==> src/rtl/uart_tx_scheduler.sv <==
// CPU-store TX FIFO feeding the UART UDRT register; a store reaches udrt_load 2 cycles later on an idle UART.
// cpu_stall rises only for a UDRT store into a full FIFO with no same-cycle pop; one byte per UART frame.
module uart_tx_scheduler #(
    parameter int          DEPTH        = 8,
    parameter logic [31:0] UDRT_ADDR    = 32'd3,
    parameter int          BUSY_TIMEOUT = 16
) (
    input  logic                   clk,
    input  logic                   rst,
    input  logic                   cpu_we,
    input  logic [31:0]            cpu_addr,
    input  logic [7:0]             cpu_wdata,
    output logic                   cpu_stall,
    input  logic                   uart_busy,
    output logic [7:0]             udrt,
    output logic                   udrt_load,
    output logic [$clog2(DEPTH):0] tx_level,
    output logic                   tx_empty,
    output logic                   tx_full,
    output logic                   tx_err
);

    localparam int AW = $clog2(DEPTH);
    localparam int LW = AW + 1;
    localparam int TW = $clog2(BUSY_TIMEOUT + 1);

    typedef enum logic [1:0] {
        IDLE      = 2'd0,
        LOAD      = 2'd1,
        WAIT_BUSY = 2'd2,
        WAIT_DONE = 2'd3
    } state_t;

    state_t          state;
    logic [7:0]      mem [DEPTH];
    logic [AW-1:0]   wr_ptr;
    logic [AW-1:0]   rd_ptr;
    logic [TW-1:0]   tmr;
    logic            hit;
    logic            push;
    logic            pop;

    assign tx_empty  = (tx_level == '0);
    assign tx_full   = (tx_level == LW'(DEPTH));
    assign hit       = cpu_we && (cpu_addr == UDRT_ADDR);
    assign pop       = (state == IDLE) && !tx_empty && !uart_busy;
    // A pop in the same cycle frees the slot, so a store into a full FIFO proceeds.
    assign push      = hit && (!tx_full || pop);
    assign cpu_stall = hit && tx_full && !pop;

    always_ff @(posedge clk) begin
        if (push) begin
            mem[wr_ptr] <= cpu_wdata;
        end
    end

    always_ff @(posedge clk or negedge rst) begin
        if (!rst) begin
            wr_ptr   <= '0;
            rd_ptr   <= '0;
            tx_level <= '0;
        end else begin
            if (push) begin
                wr_ptr <= wr_ptr + 1'b1;
            end
            if (pop) begin
                rd_ptr <= rd_ptr + 1'b1;
            end
            case ({push, pop})
                2'b10:   tx_level <= tx_level + 1'b1;
                2'b01:   tx_level <= tx_level - 1'b1;
                default: tx_level <= tx_level;
            endcase
        end
    end

    always_ff @(posedge clk or negedge rst) begin
        if (!rst) begin
            state     <= IDLE;
            udrt      <= 8'h00;
            udrt_load <= 1'b0;
            tmr       <= '0;
            tx_err    <= 1'b0;
        end else begin
            udrt_load <= 1'b0;
            case (state)
                IDLE: begin
                    if (pop) begin
                        udrt      <= mem[rd_ptr];
                        udrt_load <= 1'b1;
                        state     <= LOAD;
                    end
                end
                LOAD: begin
                    tmr   <= '0;
                    state <= WAIT_BUSY;
                end
                WAIT_BUSY: begin
                    if (uart_busy) begin
                        state <= WAIT_DONE;
                    end else begin
                        tmr <= tmr + 1'b1;
                        // UART never acknowledged the load: the byte is abandoned.
                        if (tmr == TW'(BUSY_TIMEOUT - 1)) begin
                            tx_err <= 1'b1;
                            state  <= IDLE;
                        end
                    end
                end
                WAIT_DONE: begin
                    if (!uart_busy) begin
                        state <= IDLE;
                    end
                end
                default: state <= IDLE;
            endcase
        end
    end

endmodule

==> config.mk <==
export PLATFORM = sky130hd
export DESIGN_NAME = uart_tx_scheduler
export DESIGN_NICKNAME = d
export VERILOG_FILES = /design/src/rtl/uart_tx_scheduler.sv
export SDC_FILE = /design/constraint.sdc
export NUM_CORES = 1
export LEC_CHECK = 0
export BUFFER_PORTS_ARGS = -buffer_cell sky130_fd_sc_hd__buf_2
export CORE_MARGIN = 2
export CORE_UTILIZATION = 60
export CTS_BUF_LIST = sky130_fd_sc_hd__clkbuf_4
export DETAILED_ROUTE_END_ITERATION = 16
export MAX_ROUTING_LAYER = met4
export PLACE_DENSITY_LB_ADDON = 0.3
export SYNTH_ARGS = -nofsm -noshare
export SYNTH_HDL_FRONTEND = slang
export SYNTH_SLANG_ARGS = --single-unit
==> constraint.sdc <==
create_clock -name clk -period 5.3 [get_ports clk]
set_input_delay 1.06 -clock clk [delete_from_list [all_inputs] [get_ports clk]]
set_output_delay 1.06 -clock clk [all_outputs]
set_load 0.05 [all_outputs]
==> key figures <==
Routing
  • DR WL/cell: 17.1 um
  • Pre-antenna DRT Iters: 5
  • Routed Antenna Nets: 0
  • Detailed-route wire length: 6810 um
  • DRC: 0
  • DR vias/cell: 5.89
  • Initial DRC count: 230
  • Via count: 2349

Pwr
  • VDD IR max: 347 uV
  • P_leak: 1.75 nW
  • PwrDens: 449 nW/um2

Clock network
  • Clk root buf: clkbuf_4
  • H-tree depth: 3
  • Clock buffer depth: 2
  • Clock-pin slew on the worst setup and hold paths: 0.13 ns
  • TritonCTS clock tree: built
  • Resized Gates After CTS: 0
  • CTS Sinks: 91
  • Postcts setup bufs: 0
  • Worst-Skew Late Latency: 0.44 ns
  • Cts hold-fix bufs: 0
  • Total CTS buffers: 9

Global routing
  • Vias in the first global route: 2322
  • Total track usage: 21.0%
  • Initial antenna violation count: 0
  • Overflow after GRT: 0
  • First-pass GRT wire length: 11100 um
  • Largest net degree at the start of global routing: 28

Synth
  • Synth Warn #: 0
  • Mapped cell area: 3990 um2
  • Async set-reset flop share out of synthesis: 29.7%
  • Synth Area per Inst: 15.8 um2
  • Seq/Total Area, Yosys: 65.2%
  • Largest cells by area after synthesis: edfxtp_1 (48%), dfrtp_1 (17%), mux4_2 (9.0%)
  • Top_reg_cell synth: edfxtp_1
  • Number of synthesized flops with an enable pin: 64
  • Seq cells post-synth: 91
  • Mapped Cells: 253
  • Count leader, synth: edfxtp_1
  • Commonest cells post-synth: edfxtp_1 (64), dfrtp_1 (27), nand2_1 (22), mux4_2 (16), o21ai_0 (14)
  • Cell taking the most area after synthesis: edfxtp_1
  • Top cell type's share of synthesized area: 48.2%
  • Distinct cell type count after synthesis: 50
  • Post-Syn Nets: 304

Final layout
  • Area of the multi-input gates: 1310 um2
  • Layout Nets: 368
  • Syn-to-layout area delta: 12.6%
  • # fillers: 423
  • FF+latch area: 2600 um2
  • Fin area: 4490 um2
  • Share of layout cells above drive strength 1: 33.9%
  • # diodes: 0

STA
  • Final hold violations: 0
  • Final clock skew: 0.0188 ns
  • Worst slew pin tran: 1.10 ns
  • Highest Clock Rate: 287 MHz
  • Final slew viol count: 0
  • Final Hold Slack: 0.489 ns
  • Final Setup Violations: 0
  • Period utilisation layout: 65.7%
  • Setup_tns: 0 ns
  • Minimum clock period: 3.48 ns
  • RSZ-0062 raised after global routing: false
  • Slew headroom: 26.9%

Floorplanning
  • I/O pins: 61
  • # rows: 29
  • Core ar.: 6390 um2
  • Die Y: 85.5 um
  • Die area: 7310 um2
  • Starting Density: 62.4%
  • Die width: 85.5 um

Worst setup path
  • Worst Setup Start Kind: input port
  • CP required: 4.24 ns
  • Worst-path maximum fanout: 3
  • WP data arrival: 2.42 ns
  • Reg2reg setup slack: 2.46 ns
  • Crit path max-delay cell type: nor3_4
  • CP Capture Type: primary output
  • CP bufs+invs: 2
  • CP cell instances: buf_2 > nor4_4 > nand4_1 > nor3_4 > and2_2 > buf_2
  • Crit path top cell by count: buf_2
  • Setup CP Type: input port to primary output
  • CP delay by family, top: simple AND/OR/NAND/NOR gates
  • CP max stage delay: 0.31 ns

Placement
  • Gp weighted congestion: 0.893
  • Detailed placement HPWL: 4770 um
  • Area post-placement: 4360 um2
  • I/O Buffers: 60

Outcome
  • Status: finished clean

Worst hold path
  • Hold Crit Class: register to register

Run
  • Max_cap viols: 0
through the flow:
| step | std cells | setup WS [ns] | util, % | power [W] |
|---|---|---|---|---|
| 6_report | 399 | 1.82 | 70.3 | 0.00202 |
| 3_5_place_dp | 383 | 1.63 | 68.2 | 0.00168 |
| 4_1_cts | 399 | 1.81 | 70.3 | 0.00204 |
| 3_3_place_gp | 383 | 1.74 | 68.2 | 0.00167 |
| 2_1_floorplan | 253 | 1.03 | - | 0.00152 |
| 5_1_grt | 399 | 1.73 | 70.3 | 0.00213 |
power breakdown:
part / internal (W) / switching, W
clock: 0.000108 / 0.000248
combinational: 0.000285 / 0.000387
sequential: 0.000835 / 0.000153
total: 0.00123 / 0.000787
cells in the final DEF, fill, tap and decap left out, drive strengths merged, types with 9 or more instances in the layout:
| cell | netlist | routed |
|---|---|---|
| o21ai | 14 | 14 |
| mux4 | 16 | 16 |
| nand2 | 22 | 22 |
| nor4 | 12 | 12 |
| dfrtp | 27 | 27 |
| inv | 7 | 12 |
| edfxtp | 64 | 64 |
| mux2i | 10 | 10 |
| nor2 | 13 | 13 |
| clkbuf | 2 | 9 |
| buf | 7 | 62 |
sequential cells by signal, summed over array words and instances (netlist names):
| signal | cells |
|---|---|
| mem | 64 |
| tx_err | 1 |
| state | 2 |
| wr_ptr | 3 |
| udrt | 8 |
| udrt_load | 1 |
| rd_ptr | 3 |
| tmr | 5 |
| tx_level | 4 |
cell families after synthesis:
group | share of synthesized area [%]
AO/OA/AOI/OAI | 4.68
XOR/XNOR | 1.32
adder cells (fa/ha/maj) | 2.39
buffers and inverters | 1.88
flip-flops | 65.2
multiplexers | 12.5
AND/OR/NAND/NOR | 12.0
per-layer routing:
layer / wire (um) / track usage (%) / vias up / part of all wire, %
met5: 0 / - / - / 0
li1: - / - / 1108 / -
met2: 3520 / 33.4 / 74 / 52
met1: 2860 / 27.4 / 1162 / 42
met4: 74 / 7.65 / 0 / 1.1
met3: 356 / 4.04 / 5 / 5.2
path summary, 6_finish.rpt:
kind / start / endpoint / cells past startpoint
max: cpu_addr[29] / cpu_stall / 6
min: tx_err / tx_err / 1
max reg2reg: state[0] / mem[0][0] / 6
min reg2reg: tx_err / tx_err / 1
max in group asynchronous: rst / udrt[2] / 1
min in group asynchronous: rst / tx_level[2] / 1
final cells by class:
type / instances / share of cell area (%)
Clock buffer: 9 / 1.51
Inverter: 8 / 0.781
Clock inverter: 7 / 1.42
Multi-Input combinational cell: 145 / 29.2
Sequential cell: 91 / 57.9
Tap cell: 77 / 2.15
Timing Repair Buffer: 62 / 7.03
No activity file was read; power rests on OpenSTA's default activity.
